`config.mk`:
```
export PLATFORM = sky130hd
export DESIGN_NAME = seq_alu_flat
export DESIGN_NICKNAME = d
export VERILOG_FILES = /design/src/rtl/alu_pkg.sv /design/src/rtl/seq_alu_if.sv /design/src/rtl/alu_serial_shifter.sv /design/src/rtl/seq_alu.sv /design/src/flat_wrapper.sv
export SDC_FILE = /design/constraint.sdc
export NUM_CORES = 1
export LEC_CHECK = 0
export CORE_MARGIN = 2
export CORE_UTILIZATION = 50
export CTS_CLUSTER_DIAMETER = 30
export DETAILED_ROUTE_END_ITERATION = 16
export MAX_ROUTING_LAYER = met4
export PLACE_DENSITY = 0.72
export SYNTH_ARGS = -nofsm -noshare
export SYNTH_HDL_FRONTEND = slang
export SYNTH_HIERARCHICAL = 1
export SYNTH_SLANG_ARGS = --single-unit
```
`constraint.sdc`:
```
create_clock -name clk -period 3.05 [get_ports clk]
set_clock_uncertainty 0.15 [all_clocks]
set_input_delay 0.61 -clock clk [delete_from_list [all_inputs] [get_ports clk]]
set_output_delay 0.61 -clock clk [all_outputs]
set_load 0.05 [all_outputs]
```
`src/rtl/alu_pkg.sv`:
```
// Shared definitions for the sequential RV64 R-type ALU: funct encodings and FSM states.
package alu_pkg;

    localparam logic [2:0] F3_ADD  = 3'b000;
    localparam logic [2:0] F3_SLL  = 3'b001;
    localparam logic [2:0] F3_SLT  = 3'b010;
    localparam logic [2:0] F3_SLTU = 3'b011;
    localparam logic [2:0] F3_XOR  = 3'b100;
    localparam logic [2:0] F3_SR   = 3'b101;
    localparam logic [2:0] F3_OR   = 3'b110;
    localparam logic [2:0] F3_AND  = 3'b111;

    localparam logic [6:0] F7_BASE = 7'b0000000;
    localparam logic [6:0] F7_ALT  = 7'b0100000;

    typedef enum logic [1:0] {
        IDLE = 2'd0,
        BUSY = 2'd1,
        DONE = 2'd2
    } state_e;

endpackage

```
`src/rtl/seq_alu_if.sv`:
```
// Request/response handshake bundle between an operation initiator (master) and seq_alu (slave).
interface seq_alu_if #(
    parameter int XLEN = 64
);
    logic            req_valid;
    logic            req_ready;
    logic [2:0]      funct3;
    logic [6:0]      funct7;
    logic [XLEN-1:0] rs1;
    logic [XLEN-1:0] rs2;
    logic            rsp_valid;
    logic            rsp_ready;
    logic [XLEN-1:0] rd;
    logic            rsp_err;

    modport master (
        output req_valid, funct3, funct7, rs1, rs2, rsp_ready,
        input  req_ready, rsp_valid, rd, rsp_err
    );

    modport slave (
        input  req_valid, funct3, funct7, rs1, rs2, rsp_ready,
        output req_ready, rsp_valid, rd, rsp_err
    );
endinterface

```
`src/rtl/alu_serial_shifter.sv`:
```
// Iterative one-bit-per-cycle shifter: data register, down-counter, direction and fill control.
module alu_serial_shifter #(
    parameter int XLEN = 64,
    parameter int CW   = $clog2(XLEN)
) (
    input  logic            clk,
    input  logic            rst_n,
    input  logic            i_load,
    input  logic [XLEN-1:0] i_data,
    input  logic [CW-1:0]   i_count,
    input  logic            i_right,
    input  logic            i_arith,
    output logic [XLEN-1:0] o_next,
    output logic            o_last
);
    logic [XLEN-1:0] r_data;
    logic [CW-1:0]   r_count;
    logic            r_right;
    logic            r_arith;
    logic [XLEN-1:0] w_step;

    assign w_step = r_right ? {r_arith & r_data[XLEN-1], r_data[XLEN-1:1]}
                            : {r_data[XLEN-2:0], 1'b0};

    // o_next is the value after this edge's shift, so the owner can capture it on the last step.
    assign o_next = w_step;
    assign o_last = (r_count == CW'(1));

    always_ff @(posedge clk or negedge rst_n) begin
        if (!rst_n) begin
            r_data  <= '0;
            r_count <= '0;
            r_right <= 1'b0;
            r_arith <= 1'b0;
        end else if (i_load) begin
            r_data  <= i_data;
            r_count <= i_count;
            r_right <= i_right;
            r_arith <= i_arith;
        end else if (r_count != '0) begin
            r_data  <= w_step;
            r_count <= r_count - CW'(1);
        end
    end
endmodule

```
`src/rtl/seq_alu.sv`:
```
// Multi-cycle RV64 R-type ALU with valid/ready handshake. Define SEQ_ALU_FAST_SHIFT_EN to
// replace the iterative shifter with a single-cycle barrel shifter (all ops then take 1 cycle).
module seq_alu
    import alu_pkg::*;
#(
    parameter int XLEN = 64
) (
    input  logic       clk,
    input  logic       rst_n,
    seq_alu_if.slave   bus
);
    localparam int SHW = $clog2(XLEN);

    state_e            r_state;
    state_e            w_state_next;
    logic [XLEN-1:0]   r_rd;
    logic [XLEN-1:0]   w_rd_next;
    logic              r_err;
    logic              w_err_next;
    logic              r_req_ready;

    logic [SHW-1:0]    w_shamt;
    logic              w_sub;
    logic              w_legal;
    logic              w_is_shift;
    logic              w_go_busy;
    logic              w_sh_load;
    logic              w_sh_last;
    logic [XLEN-1:0]   w_sh_next;
    logic [XLEN-1:0]   w_shift_res;
    logic [XLEN-1:0]   w_res;

    assign w_shamt    = bus.rs2[SHW-1:0];
    assign w_sub      = (bus.funct7 == F7_ALT);
    assign w_legal    = (bus.funct7 == F7_BASE) ||
                        (w_sub && (bus.funct3 == F3_ADD || bus.funct3 == F3_SR));
    assign w_is_shift = w_legal && (bus.funct3 == F3_SLL || bus.funct3 == F3_SR);

`ifdef SEQ_ALU_FAST_SHIFT_EN
    logic signed [XLEN-1:0] w_sra;
    assign w_sra       = $signed(bus.rs1) >>> w_shamt;
    assign w_shift_res = (bus.funct3 == F3_SLL) ? (bus.rs1 << w_shamt)
                       : (w_sub ? $unsigned(w_sra) : (bus.rs1 >> w_shamt));
    assign w_go_busy   = 1'b0;
    assign w_sh_last   = 1'b0;
    assign w_sh_next   = '0;
`else
    // The single-cycle path only ever sees a zero shift amount here.
    assign w_shift_res = bus.rs1;
    assign w_go_busy   = w_is_shift && (w_shamt != '0);

    alu_serial_shifter #(.XLEN(XLEN), .CW(SHW)) u_shifter (
        .clk     (clk),
        .rst_n   (rst_n),
        .i_load  (w_sh_load),
        .i_data  (bus.rs1),
        .i_count (w_shamt),
        .i_right (bus.funct3 == F3_SR),
        .i_arith (w_sub),
        .o_next  (w_sh_next),
        .o_last  (w_sh_last)
    );
`endif

    always_comb begin
        w_res = '0;
        case (bus.funct3)
            F3_ADD:  w_res = w_sub ? (bus.rs1 - bus.rs2) : (bus.rs1 + bus.rs2);
            F3_SLL:  w_res = w_shift_res;
            F3_SLT:  w_res = {{(XLEN-1){1'b0}}, ($signed(bus.rs1) < $signed(bus.rs2))};
            F3_SLTU: w_res = {{(XLEN-1){1'b0}}, (bus.rs1 < bus.rs2)};
            F3_XOR:  w_res = bus.rs1 ^ bus.rs2;
            F3_SR:   w_res = w_shift_res;
            F3_OR:   w_res = bus.rs1 | bus.rs2;
            F3_AND:  w_res = bus.rs1 & bus.rs2;
            default: w_res = '0;
        endcase
        if (!w_legal) w_res = '0;
    end

    always_comb begin
        w_state_next = r_state;
        w_rd_next    = r_rd;
        w_err_next   = r_err;
        w_sh_load    = 1'b0;
        case (r_state)
            IDLE: begin
                if (bus.req_valid) begin
                    if (w_go_busy) begin
                        w_sh_load    = 1'b1;
                        w_err_next   = 1'b0;
                        w_state_next = BUSY;
                    end else begin
                        w_rd_next    = w_res;
                        w_err_next   = !w_legal;
                        w_state_next = DONE;
                    end
                end
            end
            BUSY: begin
                if (w_sh_last) begin
                    w_rd_next    = w_sh_next;
                    w_state_next = DONE;
                end
            end
            DONE: begin
                if (bus.rsp_ready) w_state_next = IDLE;
            end
            default: w_state_next = IDLE;
        endcase
    end

    always_ff @(posedge clk or negedge rst_n) begin
        if (!rst_n) begin
            r_state     <= IDLE;
            r_rd        <= '0;
            r_err       <= 1'b0;
            r_req_ready <= 1'b1;
        end else begin
            r_state     <= w_state_next;
            r_rd        <= w_rd_next;
            r_err       <= w_err_next;
            r_req_ready <= (w_state_next == IDLE);
        end
    end

    assign bus.req_ready = r_req_ready;
    assign bus.rsp_valid = (r_state == DONE);
    assign bus.rd        = r_rd;
    assign bus.rsp_err   = r_err;
endmodule
```
`src/flat_wrapper.sv`:
```
// flat-port wrapper written by rule: the top's interface ports become plain ports
module seq_alu_flat import alu_pkg::*;
#(
    parameter int XLEN = 64
)
  (clk, rst_n, bus_req_valid, bus_funct3, bus_funct7, bus_rs1, bus_rs2, bus_rsp_ready, bus_req_ready, bus_rsp_valid, bus_rd, bus_rsp_err);
  seq_alu_if #(.XLEN(XLEN)) bus_i ();
  input  logic clk;
  input  logic rst_n;
  input wire logic [$bits(bus_i.req_valid)-1:0] bus_req_valid;
  input wire logic [$bits(bus_i.funct3)-1:0] bus_funct3;
  input wire logic [$bits(bus_i.funct7)-1:0] bus_funct7;
  input wire logic [$bits(bus_i.rs1)-1:0] bus_rs1;
  input wire logic [$bits(bus_i.rs2)-1:0] bus_rs2;
  input wire logic [$bits(bus_i.rsp_ready)-1:0] bus_rsp_ready;
  output wire logic [$bits(bus_i.req_ready)-1:0] bus_req_ready;
  output wire logic [$bits(bus_i.rsp_valid)-1:0] bus_rsp_valid;
  output wire logic [$bits(bus_i.rd)-1:0] bus_rd;
  output wire logic [$bits(bus_i.rsp_err)-1:0] bus_rsp_err;
  assign bus_i.req_valid = bus_req_valid;
  assign bus_i.funct3 = bus_funct3;
  assign bus_i.funct7 = bus_funct7;
  assign bus_i.rs1 = bus_rs1;
  assign bus_i.rs2 = bus_rs2;
  assign bus_i.rsp_ready = bus_rsp_ready;
  assign bus_req_ready = bus_i.req_ready;
  assign bus_rsp_valid = bus_i.rsp_valid;
  assign bus_rd = bus_i.rd;
  assign bus_rsp_err = bus_i.rsp_err;
  seq_alu #(.XLEN(XLEN)) u_core (.clk(clk), .rst_n(rst_n), .bus(bus_i));
endmodule
```
==> impl_results.html, run 1 <==
<table>
<tr><th>Metric</th><th>Value</th></tr>
<tr><th colspan="2">Yosys</th></tr>
<tr><td>Cell type contributing the most total cell area after synthesis</td><td>dfrtp_1</td></tr>
<tr><td>Most area-consuming cells after synthesis</td><td>dfrtp_1 19%, ha_1 13%, a21oi_1 7.3%</td></tr>
<tr><td>Share of synthesized registers carrying an async set or reset</td><td>1.00</td></tr>
<tr><td>Synth top area share</td><td>0.185</td></tr>
<tr><td>Avg Cell Area, Syn</td><td>around 7.2 um2</td></tr>
<tr><td>Number of nets produced by synthesis</td><td>roughly 2900</td></tr>
<tr><td>Number of instances in the synthesized netlist</td><td>~2600</td></tr>
<tr><td>Leading register cell type out of synthesis</td><td>dfrtp_1</td></tr>
<tr><td>Number of enable flip-flop cells after synthesis</td><td>0</td></tr>
<tr><td>Warning count from the yosys run</td><td>6</td></tr>
<tr><td>Synthesized area</td><td>about 0.019 mm2</td></tr>
<tr><td>Flip-flop and latch count after synthesis</td><td>between 100 and 150</td></tr>
<tr><td>Netlist cell types</td><td>94</td></tr>
<tr><td>Fraction of the yosys area taken by sequential cells</td><td>0.187</td></tr>
<tr><th colspan="2">Power</th></tr>
<tr><td>Power density of the placed cells</td><td>395 mW/mm2</td></tr>
<tr><td>Design Power</td><td>12.2 mW</td></tr>
<tr><td>Seq pwr share</td><td>0.237</td></tr>
<tr><td>Power dissipated by switching net loads</td><td>approximately 5.6 mW</td></tr>
<tr><td>Leak</td><td>13.8 nW</td></tr>
<tr><td>Internal Power</td><td>about 6.6 mW</td></tr>
<tr><td>Comb power frac</td><td>0.590</td></tr>
<tr><td>Clock network fraction of total power</td><td>0.173</td></tr>
<tr><td>Worst vdd ir</td><td>0.498 mV</td></tr>
<tr><td>Switching share of power</td><td>0.460</td></tr>
<tr><th colspan="2">Finish</th></tr>
<tr><td>Total area of multi-input combinational cells</td><td>approximately 0.016 mm2</td></tr>
<tr><td>Layout overhead on the synthesized area</td><td>64.6%</td></tr>
<tr><td>Fin cells</td><td>a little under 4000</td></tr>
<tr><td>Count of fill cells added during filler insertion</td><td>~2200</td></tr>
<tr><td>Commonest non-fill, non-tap cell in the layout</td><td>buf_4</td></tr>
<tr><td>Post-route cell area</td><td>a little over 0.03 mm2</td></tr>
<tr><td>Share of cells above drive strength 1</td><td>0.433</td></tr>
<tr><td>Top library cells by usage in the layout, fill and taps aside</td><td>760 x buf_4, 223 x nor2_1, 201 x a21oi_1</td></tr>
<tr><td>Layout Nets</td><td>3798</td></tr>
<tr><td>Combined flip-flop and latch cell area</td><td>about 0.0035 mm2</td></tr>
<tr><td>Final standard cell utilization of the core</td><td>0.839</td></tr>
<tr><th colspan="2">Setup path</th></tr>
<tr><td>Arrival time of data at the critical path endpoint</td><td>about 3.9 ns</td></tr>
<tr><td>Worst flop-to-flop path startpoint</td><td>u_core/u_shifter/r_count[2]</td></tr>
<tr><td>Reg-to-reg critical path endpoint</td><td>u_core/u_shifter/r_data[0]</td></tr>
<tr><td>Worst-path cell with the longest stage delay</td><td>fa_2</td></tr>
<tr><td>Category of the worst setup path capture point</td><td>flip-flop</td></tr>
<tr><td>Critical Path Start Type</td><td>input port</td></tr>
<tr><td>Kind of critical path</td><td>input port to flip-flop</td></tr>
<tr><td>Worst reg-to-reg path cell count</td><td>5</td></tr>
<tr><td>Kind of cell adding the most delay to the critical path</td><td>compound AO/OA/AOI/OAI gates</td></tr>
<tr><td>Setup slack, reg-to-reg</td><td>roughly 0.25 ns</td></tr>
<tr><td>Required time of the critical path</td><td>3.24 ns</td></tr>
<tr><td>Crit Path Max Fanout</td><td>3</td></tr>
<tr><td>Cells traversed along the worst timing path</td><td>buf_12 -&gt; ha_4 -&gt; fa_2 -&gt; a211oi_4 -&gt; o21ai_2 -&gt; or4b_4 -&gt; a2111oi_4 -&gt; buf_4 -&gt; o21ai_4 -&gt; nand2_4 -&gt; a2111oi_4 -&gt; nor3_2 -&gt; a2111oi_2 -&gt; a21oi_1 -&gt; xnor2_1 -&gt; a21oi_1</td></tr>
<tr><td>Crit path buffers/inverters</td><td>2</td></tr>
<tr><td>Max stage delay on crit path</td><td>approximately 0.47 ns</td></tr>
<tr><th colspan="2">Min path</th></tr>
<tr><td>Path category of the worst min-delay check</td><td>input port to asynchronous set/reset pin</td></tr>
<tr><th colspan="2">Route</th></tr>
<tr><td>Number of antenna-violating nets in the routed design</td><td>0</td></tr>
<tr><td>DR vias/cell</td><td>around 6.7</td></tr>
<tr><td>Detailed-route wire length per cell</td><td>around 25 um</td></tr>
<tr><td>Detailed Route WL</td><td>98.7 mm</td></tr>
<tr><td>Number of detailed-routing iterations run before antenna repair</td><td>7</td></tr>
<tr><td>Via Count</td><td>about 26000</td></tr>
<tr><td>Residual DRC count</td><td>0</td></tr>
<tr><td>DRT iter0 DRCs</td><td>about 3900</td></tr>
<tr><th colspan="2">CTS</th></tr>
<tr><td>Insertion delay of the later-clocked pin in the worst-skew pair</td><td>between 0.4 and 0.5 ns</td></tr>
<tr><td>Clock root buffer master</td><td>clkbuf_16</td></tr>
<tr><td>Maximum root-to-sink buffer count</td><td>2</td></tr>
<tr><td>H-tree levels</td><td>4</td></tr>
<tr><td>Clock-pin slew of the registers on the worst-case setup and hold paths</td><td>0.07 ns</td></tr>
<tr><td>CTS sink cnt</td><td>140</td></tr>
<tr><td>TritonCTS clock tree</td><td>built</td></tr>
<tr><td>Number of CTS-inserted buffers</td><td>17</td></tr>
<tr><th colspan="2">Global route</th></tr>
<tr><td>Overflow after GRT</td><td>0</td></tr>
<tr><td>First-pass GRT wire length</td><td>about 140 mm</td></tr>
<tr><td>Maximum number of pins on one net before global-route repair</td><td>132</td></tr>
<tr><td>Total global routing track utilization</td><td>0.473</td></tr>
<tr><td>Antenna violations before repair</td><td>2</td></tr>
<tr><td>Vias in the first global route</td><td>between 20000 and 30000</td></tr>
<tr><th colspan="2">Run status</th></tr>
<tr><td>Status</td><td>complete, but fails checks</td></tr>
<tr><td>Failing checks</td><td>hold timing, setup timing</td></tr>
<tr><th colspan="2">Placed design</th></tr>
<tr><td>Placer congestion estimate</td><td>approximately 1.1</td></tr>
<tr><td>Placement Setup Slack</td><td>-2.17 ns</td></tr>
<tr><td>Port Buffers</td><td>~210</td></tr>
<tr><td>Placed cell count</td><td>3800</td></tr>
<tr><td>Area after detailed placement</td><td>~0.027 mm2</td></tr>
<tr><td>Dpl hpwl</td><td>~66 mm</td></tr>
<tr><th colspan="2">Floorplanning</th></tr>
<tr><td>Area of the die</td><td>0.0391 mm2</td></tr>
<tr><td>Std-Cell Core Area</td><td>0.0368 mm2</td></tr>
<tr><td>Height of the die</td><td>just under 200 um</td></tr>
<tr><td>Die span in x</td><td>just under 200 um</td></tr>
<tr><td>Count of boundary I/O pins</td><td>209</td></tr>
<tr><td>Starting density of the core</td><td>0.510</td></tr>
<tr><td>Rows</td><td>70</td></tr>
<tr><th colspan="2">Timing</th></tr>
<tr><td>Worst max-slew margin expressed relative to the limit</td><td>0.314</td></tr>
<tr><td>Period Utilization, post-route</td><td>1.22</td></tr>
<tr><td>Count of final max-slew check failures</td><td>0</td></tr>
<tr><td>Achievable Freq</td><td>0.268 GHz</td></tr>
<tr><td>Final Hold Violating Endpoints</td><td>11</td></tr>
<tr><td>Tightest Pin Transition</td><td>about 1.0 ns</td></tr>
<tr><td>Worst hold slack</td><td>-0.0136 ns</td></tr>
<tr><td>Total Negative Setup Slacks</td><td>-18.41 ns</td></tr>
<tr><td>Clock period minus worst slack</td><td>about 3.7 ns</td></tr>
<tr><td>RSZ-0062 raised after global routing</td><td>yes</td></tr>
<tr><td>Worst Slack Setup Final</td><td>-0.677 ns</td></tr>
<tr><td>Final setup vio count</td><td>56</td></tr>
<tr><th colspan="2">Flow run</th></tr>
<tr><td>Max-cap check violation count</td><td>0</td></tr>
</table>
power by group through the flow:
stage	clock (mW)	sequential (mW)	combinational, mW
2_1_floorplan	0	2.79	3.44
3_3_place_gp	0	2.82	5.77
3_5_place_dp	0	2.86	5.96
4_1_cts	2.09	2.83	6.45
5_1_grt	2.17	2.91	7.52
6_report	2.11	2.89	7.20
state kept, by name, summed over array words and instances (netlist names):
signal and count:
u_core/u_shifter/r_data 64, u_core/u_shifter/r_count 6, u_core/u_shifter/r_right 1, u_core/bus.req_ready 1, u_core/r_state 2, u_core/u_shifter/r_arith 1
u_core/bus.rd 64, u_core/bus.rsp_err 1
metal layers:
metal / up-vias / global-route usage / routed length (um)
met4: 0 / 0.253 / 6920
li1: 11100 / - / -
met1: 12400 / 0.601 / 36700
met5: - / - / 0
met3: 626 / 0.105 / 13100
met2: 2254 / 0.701 / 41900
layout make-up:
class / count / area share
Antenna cell: 2 / 0.000162
Clock buffer: 20 / 0.0148
Clock inverter: 11 / 0.00288
Inverter: 270 / 0.0363
Multi-Input combinational cell: 1980 / 0.526
Sequential cell: 140 / 0.114
Tap cell: 468 / 0.0190
Timing Repair Buffer: 1046 / 0.288
how the worst max path moves through the flow:
stage / to / slack, ns / cells after the start / start
4_1_cts: u_core/bus.rd[52] / -0.52 / 18 / bus_rs1[0]
3_3_place_gp: u_core/bus.rd[60] / -2.25 / 16 / bus_rs2[15]
6_report: u_core/bus.rd[60] / -0.68 / 16 / bus_rs1[0]
5_1_grt: u_core/bus.rd[60] / -0.77 / 16 / bus_rs1[0]
3_5_place_dp: u_core/bus.rd[60] / -2.17 / 16 / bus_rs2[15]
2_1_floorplan: u_core/bus.rd[62] / -0.53 / 16 / bus_rs1[0]
timing repair:
item	in CTS	in global routing
cloned	1	2
pin swaps	215	195
hold buffers	0	0
endpoints found under the setup margin	116	118
resized for setup	608	298
buffers inserted	70	47
synthesized netlist by cell type, types with 52 or more instances:
| cell type | number |
|---|---|
| nand3_1 | 110 |
| nand2_1 | 175 |
| mux2_2 | 66 |
| nor3_1 | 52 |
| a221oi_1 | 62 |
| dfrtp_1 | 139 |
| ha_1 | 199 |
| xnor2_1 | 53 |
| inv_1 | 264 |
| o22ai_1 | 81 |
| a211oi_1 | 78 |
| nor2_1 | 249 |
| o21ai_0 | 124 |
| a21oi_1 | 273 |
| clkbuf_1 | 135 |
cells by family (layout without fill, tap and decap cells):
family / count (synthesis) / in the layout / share of synthesized area
adder cells (fa/ha/maj): 201 / 201 / 0.135
XOR/XNOR: 58 / 58 / 0.0271
flip-flops: 140 / 140 / 0.187
other: 0 / 2 / 0
buffers and inverters: 473 / 1347 / 0.0989
AO/OA/AOI/OAI: 914 / 914 / 0.326
AND/OR/NAND/NOR: 733 / 733 / 0.182
multiplexers: 74 / 74 / 0.0439
Power figures use the tool's default switching activity.
==> run 2: changes to the inputs <==
Settings changed: SLEW_MARGIN from default to 0.
Clock period 3.05 ns to 4.7 ns, I/O delays scaled along.
==> run 2 against run 1 <==
  * The run now ends clean
  * Hold slack improved by 0.35 ns
  * Sequential power down 36%
  * Total power fell by 41%
  * Non-clock buffer count down 351
  * Sequential share of layout area is 2.4 points higher
  * Combinational power is 46% lower
  * Count of clock-buffer cells in the layout decreased by 2
  * Sequential cell count unchanged
  * Clock power fell by 29%
  * First-iteration DRC count down 22%
  * Highest routed layer unchanged
  * Die area did not move
  * Wire length is 7.6% lower
==> impl_results.html, run 2 (synthesized netlist as in run 1, its figures left out) <==
<table>
<tr><th>Metric</th><th>Value</th></tr>
<tr><th colspan="2">Run status</th></tr>
<tr><td>Status</td><td>finished, final reports clean</td></tr>
<tr><th colspan="2">Finish</th></tr>
<tr><td>Fin cells</td><td>3587 (-8.9%)</td></tr>
<tr><td>Layout Nets</td><td>3447 (-9.2%)</td></tr>
<tr><td>Layout overhead on the synthesized area</td><td>35.8%</td></tr>
<tr><td>Count of fill cells added during filler insertion</td><td>3041 (+40%)</td></tr>
<tr><td>Top library cells by usage in the layout, fill and taps aside</td><td>480 x buf_4, 268 x a21oi_1, 263 x inv_1</td></tr>
<tr><td>Share of cells above drive strength 1</td><td>0.222 (-0.211)</td></tr>
<tr><td>Post-route cell area</td><td>0.0255 mm2 (-18%)</td></tr>
<tr><td>Commonest non-fill, non-tap cell in the layout</td><td>buf_4</td></tr>
<tr><td>Final standard cell utilization of the core</td><td>0.693 (-0.147)</td></tr>
<tr><th colspan="2">CTS</th></tr>
<tr><td>Insertion delay of the later-clocked pin in the worst-skew pair</td><td>0.44 ns (-0.03 ns)</td></tr>
<tr><td>Clock-pin slew of the registers on the worst-case setup and hold paths</td><td>0.06 ns (about the same)</td></tr>
<tr><td>H-tree levels</td><td>4 (unchanged)</td></tr>
<tr><td>Clock root buffer master</td><td>clkbuf_16</td></tr>
<tr><td>Count of hold buffers inserted by post-cts repair</td><td>0 (unchanged)</td></tr>
<tr><td>TritonCTS clock tree</td><td>built</td></tr>
<tr><td>Number of CTS-inserted buffers</td><td>17 (unchanged)</td></tr>
<tr><td>CTS sink cnt</td><td>140 (unchanged)</td></tr>
<tr><td>Maximum root-to-sink buffer count</td><td>2 (unchanged)</td></tr>
<tr><th colspan="2">Floorplanning</th></tr>
<tr><td>Count of boundary I/O pins</td><td>209 (unchanged)</td></tr>
<tr><td>Std-Cell Core Area</td><td>0.0368 mm2 (unchanged)</td></tr>
<tr><td>Area of the die</td><td>0.0391 mm2 (unchanged)</td></tr>
<tr><td>Height of the die</td><td>198 um (unchanged)</td></tr>
<tr><td>Starting density of the core</td><td>0.510 (unchanged)</td></tr>
<tr><td>Die span in x</td><td>198 um (unchanged)</td></tr>
<tr><td>Rows</td><td>70 (unchanged)</td></tr>
<tr><th colspan="2">Setup path</th></tr>
<tr><td>Arrival time of data at the critical path endpoint</td><td>4.90 ns (+0.98 ns)</td></tr>
<tr><td>Category of the worst setup path capture point</td><td>flip-flop</td></tr>
<tr><td>Required time of the critical path</td><td>4.90 ns (+1.66 ns)</td></tr>
<tr><td>Kind of critical path</td><td>input port to flip-flop</td></tr>
<tr><td>Crit Path Max Fanout</td><td>3 (unchanged)</td></tr>
<tr><td>Critical Path Start Type</td><td>input port</td></tr>
<tr><th colspan="2">Placed design</th></tr>
<tr><td>Placer congestion estimate</td><td>1.06 (-1.5%)</td></tr>
<tr><td>Area after detailed placement</td><td>0.0243 mm2 (-9.6%)</td></tr>
<tr><td>Placed cell count</td><td>3544 (-6.7%)</td></tr>
<tr><td>Dpl hpwl</td><td>69.4 mm (+4.5%)</td></tr>
<tr><td>Port Buffers</td><td>208 (unchanged)</td></tr>
<tr><th colspan="2">Global route</th></tr>
<tr><td>Vias in the first global route</td><td>23000 (-8.9%)</td></tr>
<tr><td>Overflow after GRT</td><td>0 (unchanged)</td></tr>
<tr><td>Maximum number of pins on one net before global-route repair</td><td>99 (-25%)</td></tr>
<tr><td>Antenna violations before repair</td><td>3 (+1)</td></tr>
<tr><td>Total global routing track utilization</td><td>0.464 (-0.00983)</td></tr>
<tr><td>First-pass GRT wire length</td><td>135 mm (-3.6%)</td></tr>
<tr><th colspan="2">Power</th></tr>
<tr><td>Worst vdd ir</td><td>0.197 mV (-60%)</td></tr>
<tr><td>Power density of the placed cells</td><td>282 mW/mm2 (-28%)</td></tr>
<tr><td>Design Power</td><td>7.20 mW (-41%)</td></tr>
<tr><td>Leak</td><td>11.5 nW (-16%)</td></tr>
<tr><th colspan="2">Route</th></tr>
<tr><td>DR vias/cell</td><td>6.68 (-0.23%)</td></tr>
<tr><td>Detailed-route wire length per cell</td><td>25.4 um (+1.5%)</td></tr>
<tr><td>Via Count</td><td>24000 (-9.1%)</td></tr>
<tr><td>Residual DRC count</td><td>0 (unchanged)</td></tr>
<tr><td>Number of antenna-violating nets in the routed design</td><td>0 (unchanged)</td></tr>
<tr><td>Number of detailed-routing iterations run before antenna repair</td><td>8 (+1)</td></tr>
<tr><td>Detailed Route WL</td><td>91.2 mm (-7.6%)</td></tr>
<tr><td>DRT iter0 DRCs</td><td>3061 (-22%)</td></tr>
<tr><th colspan="2">Timing</th></tr>
<tr><td>Tightest Pin Transition</td><td>1.05 ns (+0.0201 ns)</td></tr>
<tr><td>Final Hold Violating Endpoints</td><td>0 (-11)</td></tr>
<tr><td>Count of final max-slew check failures</td><td>0 (unchanged)</td></tr>
<tr><td>Final setup vio count</td><td>0 (-100%)</td></tr>
<tr><td>Achievable Freq</td><td>0.213 GHz</td></tr>
<tr><td>Period Utilization, post-route</td><td>1.00</td></tr>
<tr><td>Worst hold slack</td><td>0.335 ns (+0.348 ns)</td></tr>
<tr><td>Clock period minus worst slack</td><td>approximately 4.7 ns</td></tr>
<tr><td>Worst max-slew margin expressed relative to the limit</td><td>0.283 (-0.0315)</td></tr>
<tr><th colspan="2">Flow run</th></tr>
<tr><td>Max-cap check violation count</td><td>0 (unchanged)</td></tr>
<tr><th colspan="2">Min path</th></tr>
<tr><td>Path category of the worst min-delay check</td><td>flip-flop to flip-flop</td></tr>
</table>
run 2: cell count changes in the layout (fill, tap and decap cells not counted), sizes merged, moves of 5 or more:
cell,delta
clkbuf,-17
buf,-389
inv,+5
clkdlybuf4s15,-7
clkdlybuf4s50,+83
dlygate4sd2,-16
dlymetal6s2s,-7
run 2: final timing paths:
path / startpoint / to / slack (ns) / cells past startpoint
max: bus_rs1[1] / u_core/bus.rd[11] / 0.001 / 15
min: u_core/bus.rd[13] / u_core/bus.rd[13] / 0.33 / 2
max reg2reg: u_core/u_shifter/r_count[2] / u_core/bus.rd[42] / 1.17 / 8
min reg2reg: u_core/bus.rd[13] / u_core/bus.rd[13] / 0.33 / 2
max in group asynchronous: rst_n / u_core/bus.rd[30] / 3.08 / 2
min in group asynchronous: rst_n / u_core/bus.rd[9] / 0.45 / 1
run 2: stage by stage:
step	setup WS [ns]	TNS (ns)
final	0.000963	0
after global routing	-0.0437	-0.282
after CTS	0.000650	0
after detailed placement	-0.908	-14.08
after global placement	-0.797	-12.16
after floorplan	0.757	0
run 2: power breakdown:
group	internal, mW	switching (mW)	leakage (nW)
Clock	0.892	0.593	0.302
Combinational	1.62	2.26	9.45
Sequential	1.52	0.318	1.75
run 2: area by class of cell:
| cell class | instances | area, um2 | area share |
|---|---|---|---|
| clock buffers | 18 | 429 | 0.0168 |
| diodes | 3 | 7.51 | 0.000295 |
| repair buffers | 695 | 5840 | 0.229 |
| clock inverters | 13 | 190 | 0.00747 |
| flip-flops and latches | 140 | 3510 | 0.138 |
| well taps | 468 | 586 | 0.0230 |
| inverters | 270 | 1010 | 0.0398 |
| multi-input cells | 1980 | 13900 | 0.546 |
run 2: what timing repair did:
| item | in CTS | in global routing |
|---|---|---|
| buffers inserted | 1 | 9 |
| resized for setup | 20 | 68 |
| endpoints found under the setup margin | 9 | 36 |
| pin swaps | 8 | 29 |
run 2: worst max-delay path, stage by stage:
cell             delay, ns
clkdlybuf4s50_1       0.54
inv_1                 0.08
ha_1                  0.31
nor2_1                0.21
o311ai_2              0.13
buf_4                 0.16
a21oi_1               0.14
o21bai_1              0.10
o31ai_1               0.42
a21oi_1               0.13
o21ai_0               0.28
xor2_1                0.11
a2111oi_0             0.94
a21oi_1               0.15
o21ai_0               0.23
run 2: metal layers:
metal,global-route usage,part of all wire
met1,0.615,0.40
met2,0.655,0.41
met5,-,0
met3,0.155,0.15
met4,0.158,0.038
